`config.mk`:
```
export PLATFORM = sky130hd
export DESIGN_NAME = bus_master_flat
export DESIGN_NICKNAME = d
export VERILOG_FILES = /design/src/rtl/bus_master_pkg.sv /design/src/rtl/bus_master_if.sv /design/src/rtl/bus_master.sv /design/src/flat_wrapper.sv
export SDC_FILE = /design/constraint.sdc
export NUM_CORES = 1
export LEC_CHECK = 0
export BUFFER_PORTS_ARGS = -buffer_cell sky130_fd_sc_hd__buf_2
export CORE_MARGIN = 2
export CORE_UTILIZATION = 25
export DETAILED_ROUTE_END_ITERATION = 16
export GPL_TIMING_DRIVEN = 0
export PLACE_DENSITY = 0.51
export SLEW_MARGIN = 20
export SYNTH_ARGS = -nofsm -noshare
export SYNTH_HDL_FRONTEND = slang
export SYNTH_SLANG_ARGS = --single-unit
```
`constraint.sdc`:
```
create_clock -name bus_clk -period 1.86 [get_ports bus_clk]
set_input_delay 0.372 -clock bus_clk [delete_from_list [all_inputs] [get_ports bus_clk]]
set_output_delay 0.372 -clock bus_clk [all_outputs]
set_load 0.05 [all_outputs]
```
`src/rtl/bus_master_pkg.sv`:
```
// Shared register-bus definitions: field widths and offsets, the default
// timeout that all bridges agree on, the master FSM states and a helper
// that assembles the bus_in vector from its fields.
package bus_master_pkg;

    localparam int BUS_ADDR_WIDTH = 16;
    localparam int BUS_DATA_WIDTH = 32;

    // bus_in field offsets (master -> slaves)
    localparam int BUS_FIELD_CLK     = 0;
    localparam int BUS_FIELD_RESET_L = 1;
    localparam int BUS_FIELD_REQ     = 2;
    localparam int BUS_FIELD_RD_WR_L = 3;
    localparam int BUS_FIELD_ADDR    = 4;
    localparam int BUS_FIELD_WR_DATA = BUS_FIELD_ADDR + BUS_ADDR_WIDTH;
    localparam int BUS_IN_WIDTH      = BUS_FIELD_WR_DATA + BUS_DATA_WIDTH;

    // bus_out field offsets (OR of all slave returns -> master)
    localparam int BUS_FIELD_DATA = 0;
    localparam int BUS_FIELD_ACK  = BUS_DATA_WIDTH;
    localparam int BUS_OUT_WIDTH  = BUS_DATA_WIDTH + 1;

    // Default number of WAIT cycles before a transaction is declared dead
    localparam int BUS_TIMEOUT_DEFAULT = 256;

    typedef enum logic [1:0] {
        ST_IDLE = 2'd0,
        ST_REQ  = 2'd1,
        ST_WAIT = 2'd2
    } bus_state_t;

    function automatic logic [BUS_IN_WIDTH-1:0] bus_in_pack(
        input logic                      clk,
        input logic                      reset_l,
        input logic                      req,
        input logic                      rd_wr_l,
        input logic [BUS_ADDR_WIDTH-1:0] addr,
        input logic [BUS_DATA_WIDTH-1:0] wr_data
    );
        logic [BUS_IN_WIDTH-1:0] v;
        v                                        = '0;
        v[BUS_FIELD_CLK]                         = clk;
        v[BUS_FIELD_RESET_L]                     = reset_l;
        v[BUS_FIELD_REQ]                         = req;
        v[BUS_FIELD_RD_WR_L]                     = rd_wr_l;
        v[BUS_FIELD_ADDR +: BUS_ADDR_WIDTH]      = addr;
        v[BUS_FIELD_WR_DATA +: BUS_DATA_WIDTH]   = wr_data;
        return v;
    endfunction

endpackage

```
`src/rtl/bus_master_if.sv`:
```
// Host-side handshake plus the register bus itself, bundled for the bus
// master. The master modport is the bus_master view; the slave modport is
// the view of the host bridge and bus slaves around it.
interface bus_master_if;
    import bus_master_pkg::*;

    logic [BUS_IN_WIDTH-1:0]   bus_in;
    logic [BUS_OUT_WIDTH-1:0]  bus_out;
    logic                      host_req;
    logic                      host_rd_wr_l;
    logic [BUS_ADDR_WIDTH-1:0] host_addr;
    logic [BUS_DATA_WIDTH-1:0] host_wr_data;
    logic                      host_ready;
    logic                      host_done;
    logic                      host_err;
    logic [BUS_DATA_WIDTH-1:0] host_rd_data;
    logic                      late_ack;

    modport master (
        output bus_in,
        input  bus_out,
        input  host_req,
        input  host_rd_wr_l,
        input  host_addr,
        input  host_wr_data,
        output host_ready,
        output host_done,
        output host_err,
        output host_rd_data,
        output late_ack
    );

    modport slave (
        input  bus_in,
        output bus_out,
        output host_req,
        output host_rd_wr_l,
        output host_addr,
        output host_wr_data,
        input  host_ready,
        input  host_done,
        input  host_err,
        input  host_rd_data,
        input  late_ack
    );

endinterface

```
`src/rtl/bus_master.sv`:
```
// Single master of the register bus. Takes one host transaction at a time,
// issues a one-cycle bus request, waits for the OR-combined ack and returns
// a completion (with read data) or a timeout to the host. Acks that arrive
// outside WAIT are flagged on late_ack and otherwise ignored.
module bus_master
    import bus_master_pkg::*;
#(
    parameter int unsigned TIMEOUT  = BUS_TIMEOUT_DEFAULT,
    parameter logic [31:0] ERR_DATA = 32'hDEAD_BEEF
) (
    input  logic         bus_clk,
    input  logic         bus_reset_l,
    bus_master_if.master bus
);

    // WAIT exits at TIMEOUT-1, so the counter never needs to wrap
    localparam int                       CNT_W    = $clog2(TIMEOUT);
    localparam logic [CNT_W-1:0]         CNT_LAST = CNT_W'(TIMEOUT - 1);
    localparam logic [BUS_DATA_WIDTH-1:0] ERR_WORD = BUS_DATA_WIDTH'(ERR_DATA);

    bus_state_t                state,      state_nxt;
    logic                      req_q,      req_nxt;
    logic                      rd_wr_l_q,  rd_wr_l_nxt;
    logic [BUS_ADDR_WIDTH-1:0] addr_q,     addr_nxt;
    logic [BUS_DATA_WIDTH-1:0] wr_data_q,  wr_data_nxt;
    logic                      ready_q,    ready_nxt;
    logic                      done_q,     done_nxt;
    logic                      err_q,      err_nxt;
    logic [BUS_DATA_WIDTH-1:0] rd_data_q,  rd_data_nxt;
    logic                      late_q,     late_nxt;
    logic [CNT_W-1:0]          cnt_q,      cnt_nxt;

    logic                      ack;
    logic [BUS_DATA_WIDTH-1:0] ack_data;

    assign ack      = bus.bus_out[BUS_FIELD_ACK];
    assign ack_data = bus.bus_out[BUS_FIELD_DATA +: BUS_DATA_WIDTH];

    // Clock and reset are forwarded combinationally; all other fields are registered
    assign bus.bus_in = bus_in_pack(bus_clk, bus_reset_l, req_q, rd_wr_l_q,
                                    addr_q, wr_data_q);

    assign bus.host_ready   = ready_q;
    assign bus.host_done    = done_q;
    assign bus.host_err     = err_q;
    assign bus.host_rd_data = rd_data_q;
    assign bus.late_ack     = late_q;

    // State and output registers; reset aborts any transaction in flight
    always_ff @(posedge bus_clk or negedge bus_reset_l) begin
        if (!bus_reset_l) begin
            state     <= ST_IDLE;
            req_q     <= 1'b0;
            rd_wr_l_q <= 1'b1;
            addr_q    <= '0;
            wr_data_q <= '0;
            ready_q   <= 1'b1;
            done_q    <= 1'b0;
            err_q     <= 1'b0;
            rd_data_q <= '0;
            late_q    <= 1'b0;
            cnt_q     <= '0;
        end else begin
            state     <= state_nxt;
            req_q     <= req_nxt;
            rd_wr_l_q <= rd_wr_l_nxt;
            addr_q    <= addr_nxt;
            wr_data_q <= wr_data_nxt;
            ready_q   <= ready_nxt;
            done_q    <= done_nxt;
            err_q     <= err_nxt;
            rd_data_q <= rd_data_nxt;
            late_q    <= late_nxt;
            cnt_q     <= cnt_nxt;
        end
    end

    // Next-state and next-output logic for IDLE -> REQ -> WAIT -> IDLE
    always_comb begin
        state_nxt   = state;
        req_nxt     = 1'b0;
        rd_wr_l_nxt = rd_wr_l_q;
        addr_nxt    = addr_q;
        wr_data_nxt = wr_data_q;
        ready_nxt   = ready_q;
        done_nxt    = 1'b0;
        err_nxt     = err_q;
        rd_data_nxt = rd_data_q;
        late_nxt    = ack && (state != ST_WAIT);
        cnt_nxt     = cnt_q;

        unique case (state)
            ST_IDLE: begin
                // host_ready is always high here, so host_req alone accepts
                if (bus.host_req) begin
                    rd_wr_l_nxt = bus.host_rd_wr_l;
                    addr_nxt    = bus.host_addr;
                    wr_data_nxt = bus.host_wr_data;
                    req_nxt     = 1'b1;
                    ready_nxt   = 1'b0;
                    state_nxt   = ST_REQ;
                end
            end

            ST_REQ: begin
                cnt_nxt   = '0;
                state_nxt = ST_WAIT;
            end

            ST_WAIT: begin
                // An ack on the last WAIT edge still counts as success
                if (ack) begin
                    if (rd_wr_l_q) begin
                        rd_data_nxt = ack_data;
                    end
                    err_nxt   = 1'b0;
                    done_nxt  = 1'b1;
                    ready_nxt = 1'b1;
                    state_nxt = ST_IDLE;
                end else if (cnt_q == CNT_LAST) begin
                    if (rd_wr_l_q) begin
                        rd_data_nxt = ERR_WORD;
                    end
                    err_nxt   = 1'b1;
                    done_nxt  = 1'b1;
                    ready_nxt = 1'b1;
                    state_nxt = ST_IDLE;
                end else begin
                    cnt_nxt = cnt_q + CNT_W'(1);
                end
            end

            default: begin
                state_nxt = ST_IDLE;
                ready_nxt = 1'b1;
            end
        endcase
    end

endmodule

```
`src/flat_wrapper.sv`:
```
// flat-port wrapper written by rule: the top's interface ports become plain ports
module bus_master_flat import bus_master_pkg::*;
#(
    parameter int unsigned TIMEOUT  = BUS_TIMEOUT_DEFAULT,
    parameter logic [31:0] ERR_DATA = 32'hDEAD_BEEF
)
  (bus_clk, bus_reset_l, bus_bus_in, bus_bus_out, bus_host_req, bus_host_rd_wr_l, bus_host_addr, bus_host_wr_data, bus_host_ready, bus_host_done, bus_host_err, bus_host_rd_data, bus_late_ack);
  bus_master_if bus_i ();
  input  logic bus_clk;
  input  logic bus_reset_l;
  output wire logic [$bits(bus_i.bus_in)-1:0] bus_bus_in;
  input wire logic [$bits(bus_i.bus_out)-1:0] bus_bus_out;
  input wire logic [$bits(bus_i.host_req)-1:0] bus_host_req;
  input wire logic [$bits(bus_i.host_rd_wr_l)-1:0] bus_host_rd_wr_l;
  input wire logic [$bits(bus_i.host_addr)-1:0] bus_host_addr;
  input wire logic [$bits(bus_i.host_wr_data)-1:0] bus_host_wr_data;
  output wire logic [$bits(bus_i.host_ready)-1:0] bus_host_ready;
  output wire logic [$bits(bus_i.host_done)-1:0] bus_host_done;
  output wire logic [$bits(bus_i.host_err)-1:0] bus_host_err;
  output wire logic [$bits(bus_i.host_rd_data)-1:0] bus_host_rd_data;
  output wire logic [$bits(bus_i.late_ack)-1:0] bus_late_ack;
  assign bus_bus_in = bus_i.bus_in;
  assign bus_i.bus_out = bus_bus_out;
  assign bus_i.host_req = bus_host_req;
  assign bus_i.host_rd_wr_l = bus_host_rd_wr_l;
  assign bus_i.host_addr = bus_host_addr;
  assign bus_i.host_wr_data = bus_host_wr_data;
  assign bus_host_ready = bus_i.host_ready;
  assign bus_host_done = bus_i.host_done;
  assign bus_host_err = bus_i.host_err;
  assign bus_host_rd_data = bus_i.host_rd_data;
  assign bus_late_ack = bus_i.late_ack;
  bus_master #(.TIMEOUT(TIMEOUT), .ERR_DATA(ERR_DATA)) u_core (.bus_clk(bus_clk), .bus_reset_l(bus_reset_l), .bus(bus_i));
endmodule
```
# After elaboration in Yosys (flattened, before gate mapping)
# Cells that the tools add are included.
# totals
register_bits,96
latchBits,0
ramBits,0
romBits,0
out_inout_bits,88
wordCells,52
n_memories,0
# classes
add_sub_neg,1
n_mul,0
n_div,0
magnitude_cmp,0
eq_ne,8
shifts,0
n_mux,21
bitwise_logic,1
reduce_logical,10
# ops
cell,count
2-to-1 mux 32 bit,4
2-to-1 mux 8 bit,2
case mux 8 bit (2 select lines),1
2-to-1 mux 1 bit,9
AND reduction 3 bit,3
"adder 8 x 1 -> 8 bit, second input constant",1
"equality test 8 bit, second input constant",1
"!= test 2 bit, second input constant",4
2-to-1 mux 2 bit,3
case mux 2 bit (3 select lines),1
AND reduction 2 bit,3
nonzero test 2 bit,2
"!= test 3 x 2 -> 1 bit, second input constant",1
case mux 1 bit (3 select lines),1
"equality test 2 x 1 -> 1 bit, second input constant",1
"equality test 2 bit, second input constant",1
logical NOT 2 bit,1
logical AND 1 bit,1
inverter 1 bit,1

# Depth between registers and ports, before layout
# Gate-level depths: netlist (run 1).
# depth
word_depth,4
ltp_mapped,7
ltp_nobuf,5

==> impl_metrics.ini, run 1 <==
[run_status]
status = complete, no violations

[placed_design]
place_ws_ns = -0.07071
dp_hpwl_um = 6771
gp_congestion = 0.7540
io_buffers = 172

[timing]
fin_skew_ns = 0.006789
rsz0062_at_grt = no
hold_slack_ns = 0.1376
fin_ws_ns = 0.01484
final_max_slew_viol_count = 0
finalHoldViolCount = 0
slew_headroom_pct = 70.33
worstMarginPinSlew_ns = 0.4450
setup_viol = 0

[final_layout]
num_antenna_cells = 0
n_fill_cell = 1517
multiInputGateArea_mm2 = 0.001260
nets = 535
drive_gt1_share_pct = 59.03
utilization_pct = 35.55
seqCellArea_mm2 = 0.002405
area_delta_synth_final_pct = 40.17

[logic_synthesis]
synth_cells = 260
yosys.area.top_type = dfrtp_1
ys_types = 41
synth_edf_count = 0
syn-num-nets = 346
synthTopCellsByArea = dfrtp_1, mux2_2, o22a_1, a22o_1, mux2_1
async_reset_ff_share_pct = 100.0
synth-seq-cells = 96
synth_top_area_share_pct = 61.70
yosysSeqAreaShare_pct = 63.08
yosys_warnings = 0
syn_area_per_cell_um2 = 14.66
synthFlopType = dfrtp_1
syn-cell-area_mm2 = 0.003812

[worst_setup_path]
critPathMaxStageDelay_ns = 0.18
worstSetupStartpointType = clock port
crit_family = buffers and inverters
cp_cell_sequence = clkbuf_16, clkbuf_16, buf_4, buf_4
setup.worst_path.end_class = output port
cpMaxStageDelayCell = buf_4
critPathBufInv = 4
cp.arrival_ns = 1.47
path_max_fanout = 2
path_class = clock port to output port
critPathRequiredTime_ns = 1.49

[floorplan]
ios = 173
die_w_um = 127.5
row_count = 45
die_area_mm2 = 0.01625
die_h_um = 127.5
initial_core_util_pct = 25.36
coreArea_mm2 = 0.01503

[cts]
clk_latency_ns = 0.45
postCtsSetupBuffers = 0
tritoncts = built
clkTransAtPathRegs_ns = 0.06

[drt]
ant_nets = 0
drc = 0
first_iter_violations = 39
avgViaCountPerCell = 4.357
drt_wl_total_um = 9280
wl_per_cell_um = 14.45
first_pass_iters = 4
vias = 2797

[grt]
grt_pass1_vias = 2848
grt_antenna_before_repair = 0
grt_overflow = 0
grt_usage_pct = 11.66
grt_start_max_net_pins = 51
grt_pass1_wl_um = 14570

[power_and_ir_drop]
vdd_drop_max_mv = 0.9728
power_density_mw_per_mm2 = 2205
total_power_w = 0.01178
p_leak_nw = 2.546

[hold_path]
hold_path.class = primary input to register

[run]
drv_cap = 0
per-layer routing:
layer | track usage, % | routed length, µm | part of all wire [%]
met3 | 3.727 | 767 | 8.3
met1 | 14.82 | 4140 | 45
met5 | 0 | 0 | 0
met4 | 6.141 | 170 | 1.8
met2 | 17.74 | 4202 | 45
through the flow:
stage / instance area (µm²) / TNS, ns / cells
2_1_floorplan: 3812 / 0 / 260
3_3_place_gp: 4908 / -59.77 / 620
3_5_place_dp: 4942 / -2.189 / 621
4_1_cts: 5336 / 0 / 642
5_1_grt: 5344 / 0 / 642
6_report: 5344 / 0 / 642
cell families after synthesis:
kind of cell / after synthesis / synth area share (%)
AO/OA/AOI/OAI: 54 / 11.72
flip-flops: 96 / 63.08
buffers and inverters: 22 / 4.168
adder cells (fa/ha/maj): 1 / 0.3281
AND/OR/NAND/NOR: 38 / 6.236
multiplexers: 49 / 14.47
Yosys cell counts (3+ instances only):
cell	number
mux2_2	42
buf_4	5
a22o_1	9
buf_2	11
o22a_1	20
a21oi_1	6
nor3_1	3
dfrtp_1	94
nand3_1	4
nand2_1	8
mux2_1	7
o22a_2	4
a31oi_1	3
nor2_1	6
layout make-up:
cell class	instances	area share, %
sequential	96	45.00
timing repair buffer	174	17.40
multi-input combinational	142	23.58
clock buffer	14	6.017
clock inverter	6	0.6322
tap	188	4.402
buffer	21	2.903
inverter	1	0.07024
registers in the layout (all words and copies together), names as in the netlist:
signal	flops
u_core.bus.host_ready	1
u_core.req_q	1
u_core.addr_q	16
u_core.rd_wr_l_q	1
u_core.wr_data_q	32
u_core.bus.late_ack	1
u_core.state	2
u_core.cnt_q	8
u_core.bus.host_done	1
u_core.bus.host_rd_data	32
u_core.bus.host_err	1
final timing paths:
kind                                                from                                 endpoint  slack (ns)  cells after the start
setup / recovery                                 bus_clk                            bus_bus_in[0]        0.01                      4
hold / removal                          bus_host_addr[0]             u_core.addr_q[0]$_DFFE_PN0P_        0.14                      2
setup reg to reg             u_core.cnt_q[0]$_DFFE_PN0P_  u_core.bus.host_rd_data[31]$_DFFE_PN0P_        0.13                      7
hold reg to reg            u_core.addr_q[13]$_DFFE_PN0P_            u_core.addr_q[13]$_DFFE_PN0P_        0.48                      1
max in group asynchronous                    bus_reset_l  u_core.bus.host_rd_data[24]$_DFFE_PN0P_        1.10                      3
min in group asynchronous                    bus_reset_l             u_core.rd_wr_l_q$_DFFE_PN1P_        0.50                      2
cell usage in the layout (no fill, tap or decap), types with 3 or more instances in the layout:
cell type,count
clkbuf_16,12
o22a_2,4
mux2_2,42
clkinv_2,5
nor3_1,3
mux2_1,7
buf_4,6
a22o_1,9
o22a_1,20
buf_2,180
nor2_1,6
nand3_1,3
nand2_1,8
a31oi_1,3
dfrtp_1,94
a21oi_1,6
repair_timing:
item / CTS / global route
endpoints found under the hold margin: 44 / 0
hold buffers: 2 / 0
resized for setup: 2 / 2
pin swaps: 0 / 1
cloned: 0 / 0
endpoints found under the setup margin: 49 / 10
power by group:
part | total (W) | leakage (nW) | switching, W | internal, W
combinational | 0.00607 | 1.22 | 0.00441 | 0.00166
clock | 0.00218 | 0.189 | 0.000919 | 0.00126
sequential | 0.00353 | 1.14 | 0.000474 | 0.00306
total | 0.0118 | 2.55 | 0.00580 | 0.00598
No activity file was read; power rests on OpenSTA's default activity.
==> run 2, diff against run 1 <==
ABC_AREA = 1   (was unset)
PLACE_DENSITY = 0.5   (was 0.51)
==> run 2 against run 1 <==
Routed wire length grew 27%. Sequential power is essentially flat. Sequential cell count is the same. Clock skew shrank 0.00061 ns. Clock-buffer cell count is the same. Worst setup slack lost 0.0018 ns. Synthesized cell count grew 78%. Combinational power shrank 0.8%. Clock power grew 10%. Critical path depth is the same. Non-clock buffer count grew 9. The flow now finishes with violations (hold timing). First-iteration DRC count grew to 3.6 times the previous value.
==> impl_metrics.ini, run 2 <==
[final_layout]
fin_area_mm2 = 0.005690
final_common_cell = nand2_1
final_cell_mix = nand2_1, buf_2, dfrtp_1
utilization_pct = 35.69
num_antenna_cells = 0
nets = 738
area_delta_synth_final_pct = 39.21
drive_gt1_share_pct = 39.27
n_fill_cell = 1701

[cts]
holdBufCountCts = 3
clkTransAtPathRegs_ns = 0.07
postCtsSetupBuffers = 0
tritoncts = built
clk_latency_ns = 0.46

[timing]
hold_slack_ns = -0.1261
fin_ws_ns = 0.01306
finalHoldViolCount = 56
worstMarginPinSlew_ns = 0.4782
finalSetupTns_ns = 0
fin_skew_ns = 0.006174
slew_headroom_pct = 68.12
setup_viol = 0
final_max_slew_viol_count = 0
rsz0062_at_grt = no

[logic_synthesis]
synthTopCellsByArea = dfrtp_1, nand2_1, nand4_1, or2_2, nand2_2
synth_top_family_by_area = simple AND/OR/NAND/NOR gates
yosys_warnings = 0
ys_types = 24
synth-seq-cells = 96
muxShareOfSynthArea_pct = 0
synth_edf_count = 0
async_reset_ff_share_pct = 100.0
yosysSeqAreaShare_pct = 58.83
synth-xor-area-share_pct = 0.4285
synth_commonest_cells = nand2_1, dfrtp_1, nand4_1
synthSimpleGateAreaFrac_pct = 34.01
yosys.area.top_type = dfrtp_1
yosysMostFrequentCell = nand2_1
synth_fa_ha_area_share_pct = 0.3061
syn_area_per_cell_um2 = 8.848
synth_top_area_share_pct = 57.55
syn-cell-area_mm2 = 0.004088
syn-num-nets = 548
synth-compound-area-share_pct = 1.224
synthFlopType = dfrtp_1
synth_cells = 462

[worst_setup_path]
critPathRequiredTime_ns = 1.49
critPathMaxStageDelay_ns = 0.18
worstSetupStartpointType = clock port
path_max_fanout = 2
setup.worst_path.end_class = output port
cpMaxStageDelayCell = buf_4
path_class = clock port to output port
cp.arrival_ns = 1.47
cp_cell_sequence = clkbuf_16, clkbuf_16, buf_4, buf_4

[grt]
met3_usage_pct = 7.074
grt_pass1_wl_um = 19380
grt_usage_pct = 14.04
grt_antenna_before_repair = 0
grtUsageMet1_pct = 17.41
busiest_layer = met2
grt_pass1_vias = 3851
grt_overflow = 0
grt_start_max_net_pins = 58
use_met2_pct = 21.59

[drt]
drt_wl_total_um = 11770
first_pass_iters = 4
vias = 3678
first_iter_violations = 141
wl_per_cell_um = 13.49
avgViaCountPerCell = 4.213
ant_nets = 0
drc = 0

[floorplan]
initial_core_util_pct = 25.64
ios = 173
die_area_mm2 = 0.01739
row_count = 46
die_w_um = 131.9
die_h_um = 131.9
coreArea_mm2 = 0.01594

[power_and_ir_drop]
total_power_w = 0.01194
p_leak_nw = 3.162
power_density_mw_per_mm2 = 2098
vdd_drop_max_mv = 0.9728

[placed_design]
dp_hpwl_um = 8559
place_area_mm2 = 0.005253
place_ws_ns = -0.05405
io_buffers = 172
gp_congestion = 0.7499

[run]
drv_cap = 0

[run_status]
status = finished, violations left
violations = hold timing

[hold_path]
hold_path.class = primary input to async pin
-- run 2: area by class of cell --
class / count / area [µm²] / area share [%]
clock buffer: 14 / 321.6 / 5.651
timing repair buffer: 175 / 943.4 / 16.58
tap: 216 / 270.3 / 4.749
inverter: 13 / 48.80 / 0.8575
buffer: 29 / 163.9 / 2.880
clock inverter: 6 / 67.56 / 1.187
sequential: 96 / 2405 / 42.26
multi-input combinational: 324 / 1470 / 25.84
-- run 2: worst paths after layout --
path / startpoint / to / slack [ns] / cells past startpoint
worst min-delay path: bus_reset_l / u_core.rd_wr_l_q$_DFFE_PN1P_ / -0.13 / 1
max in group asynchronous: bus_reset_l / u_core.bus.host_rd_data[6]$_DFFE_PN0P_ / 1.06 / 4
min in group bus_clk: bus_host_wr_data[13] / u_core.wr_data_q[13]$_DFFE_PN0P_ / 0.10 / 3
worst min register to register: u_core.bus.host_rd_data[9]$_DFFE_PN0P_ / u_core.bus.host_rd_data[9]$_DFFE_PN0P_ / 0.47 / 2
worst max-delay path: bus_clk / bus_bus_in[0] / 0.01 / 4
worst max register to register: u_core.cnt_q[0]$_DFFE_PN0P_ / u_core.bus.host_rd_data[29]$_DFFE_PN0P_ / 0.38 / 9
-- run 2: kinds of logic (layout without fill, tap and decap cells) --
logic type               after synthesis  in the layout
AO/OA/AOI/OAI                         10             10
AND/OR/NAND/NOR                      311            311
XOR/XNOR                               2              2
flip-flops                            96             96
adder cells (fa/ha/maj)                1              1
buffers and inverters                 42            237
-- run 2: critical path, delay by kind of cell --
family	cells	cell delay (ns)
buffers and inverters	4	0.55
-- run 2: per-stage QoR --
step,instances,hold WS [ns]
2_1_floorplan,462,0.07641
3_3_place_gp,850,0.4500
3_5_place_dp,851,0.3240
4_1_cts,873,-0.1387
5_1_grt,873,-0.1472
6_report,873,-0.1261
-- run 2: report_power, final --
part / internal (W) / total [W] / switching [W]
sequential: 0.00302 / 0.00352 / 0.000502
clock: 0.00141 / 0.00240 / 0.000983
combinational: 0.00130 / 0.00602 / 0.00473
total: 0.00572 / 0.0119 / 0.00621
-- run 2: metal layers --
layer | up-vias | share of wire (%)
li1 | 1824 | -
met1 | 1693 | 45
met2 | 149 | 45
met3 | 12 | 9.5
met4 | 0 | 0.89
met5 | - | 0
-- run 2: what timing repair did --
action	CTS	global route
hold endpoints to repair	39	56
setup endpoints to repair	2	0
resized for setup	2	0
==> run 3, diff against run 2 <==
CTS_BUF_LIST = sky130_fd_sc_hd__clkbuf_8   (was unset)
==> run 3 against run 2 <==
The run still ends with hold timing left. Utilization decreased by 0.86 points. Clock power decreased by 27%. Sequential share of layout area up 1.0 points. Sequential cell count unchanged. Critical path depth unchanged. Critical endpoint unchanged. Register-to-register slack hardly changed. First-iteration DRC count increased by 3.5%. Worst hold slack worse by 0.020 ns. Sequential power about the same. Routed wire length decreased by 0.60%. Via count is 0.84% lower. Combinational power about the same.
==> impl_metrics.ini, run 3 (same netlist as run 2, synthesis figures left out) <==
[grt]
grt_overflow = 0
grtUsageMet1_pct = 17.30
grt_pass1_vias = 3804
grt_start_max_net_pins = 58
met3_usage_pct = 7.074
busiest_layer = met2
grt_usage_pct = 13.89
grt_pass1_wl_um = 19200
use_met2_pct = 21.41
grt_antenna_before_repair = 0

[power_and_ir_drop]
vdd_drop_max_mv = 0.9667
sequentialPowerShare_pct = 31.1
p_leak_nw = 3.099
p_clk_share_pct = 15.5
p_sw_share_pct = 54.36
p_sw_w = 0.006132
comb_power_share_pct = 53.4
power_density_mw_per_mm2 = 2031
p_int_w = 0.005147

[final_layout]
final_common_cell = nand2_1
num_antenna_cells = 0
utilization_pct = 34.83
fin_cells = 873
drive_gt1_share_pct = 39.27
final_cell_mix = nand2_1, buf_2, dfrtp_1
area_delta_synth_final_pct = 35.84
nets = 738
n_fill_cell = 1719

[worst_setup_path]
reg2regPathDepth = 9
cp.arrival_ns = 1.47
worstSetupStartpointType = clock port
critPathRequiredTime_ns = 1.49
setup.worst_path.end_class = output port
path_class = clock port to output port
path_max_fanout = 2

[timing]
finalSetupTns_ns = 0
fin_skew_ns = 0.01209
setup_viol = 0
hold_slack_ns = -0.1460
rsz0062_at_grt = no
worstMarginPinSlew_ns = 0.4796
fin_ws_ns = 0.01873
slew_headroom_pct = 68.03
final_max_slew_viol_count = 0
finalHoldViolCount = 56

[placed_design]
dp_hpwl_um = 8559
io_buffers = 172
dp.cells = 851
gp_congestion = 0.7499
place_ws_ns = -0.05405

[drt]
first_pass_iters = 4
avgViaCountPerCell = 4.178
vias = 3647
wl_per_cell_um = 13.40
first_iter_violations = 146
drc = 0
drt_wl_total_um = 11700
ant_nets = 0

[floorplan]
die_h_um = 131.9
initial_core_util_pct = 25.64
die_area_mm2 = 0.01739
die_w_um = 131.9
coreArea_mm2 = 0.01594
row_count = 46
ios = 173

[cts]
clkTransAtPathRegs_ns = 0.09
tritoncts = built
holdBufCountCts = 3
clk_latency_ns = 0.48

[run]
drv_cap = 0

[hold_path]
hold_path.class = primary input to async pin

[run_status]
status = finished, violations left
violations = hold timing
## run 3: cell counts in the layout (fill, tap and decap cells not counted)
Identical to the previous run, type by type.
## run 3: metrics by stage
stage               total power, W  instance area, µm²
global route               0.01197                5553
detailed placement        0.009764                5253
floorplan                 0.008128                4088
finish                     0.01128                5553
global placement          0.009675                5219
CTS                        0.01145                5553
## run 3: timing repair
item                                    CTS  global route
endpoints found under the setup margin    1             0
buffers inserted                          0             0
gates resized for setup                   1             0
hold endpoints to repair                 39            56
## run 3: power by group through the flow
stage / clock network [W] / logic, W / registers (W)
6_report: 0.00175 / 0.00602 / 0.00351
5_1_grt: 0.00190 / 0.00643 / 0.00363
4_1_cts: 0.00183 / 0.00610 / 0.00352
3_5_place_dp: 0.000131 / 0.00610 / 0.00354
3_3_place_gp: 0.000131 / 0.00602 / 0.00352
2_1_floorplan: 0.000116 / 0.00149 / 0.00652
## run 3: worst paths after layout
| kind | startpoint | end | slack [ns] |
|---|---|---|---|
| setup / recovery | bus_clk | bus_bus_in[0] | 0.02 |
| hold / removal | bus_reset_l | u_core.rd_wr_l_q$_DFFE_PN1P_ | -0.15 |
| setup reg to reg | u_core.cnt_q[0]$_DFFE_PN0P_ | u_core.bus.host_rd_data[13]$_DFFE_PN0P_ | 0.37 |
| hold reg to reg | u_core.bus.host_rd_data[4]$_DFFE_PN0P_ | u_core.bus.host_rd_data[4]$_DFFE_PN0P_ | 0.47 |
| max in group asynchronous | bus_reset_l | u_core.bus.host_rd_data[15]$_DFFE_PN0P_ | 1.08 |
| min in group bus_clk | bus_host_wr_data[13] | u_core.wr_data_q[13]$_DFFE_PN0P_ | 0.07 |
## run 3: routing by layer
layer | part of all wire (%) | routed length [µm]
met1 | 45 | 5278
met2 | 44 | 5207
met3 | 9.6 | 1127
met4 | 0.75 | 88
met5 | 0 | 0
## run 3: area by class of cell
| cell class | instances | area (µm²) | share of cell area [%] |
|---|---|---|---|
| clock buffer | 14 | 183.9 | 3.312 |
| tap | 216 | 270.3 | 4.867 |
| timing repair buffer | 175 | 943.4 | 16.99 |
| multi-input combinational | 324 | 1470 | 26.48 |
| buffer | 29 | 163.9 | 2.952 |
| inverter | 13 | 48.80 | 0.8788 |
| sequential | 96 | 2405 | 43.31 |
| clock inverter | 6 | 67.56 | 1.217 |
## run 3: worst max-delay path, stage by stage
cell and delay [ns]:
clkbuf_8 0.11, clkbuf_8 0.12, buf_4 0.11, buf_2 0.20
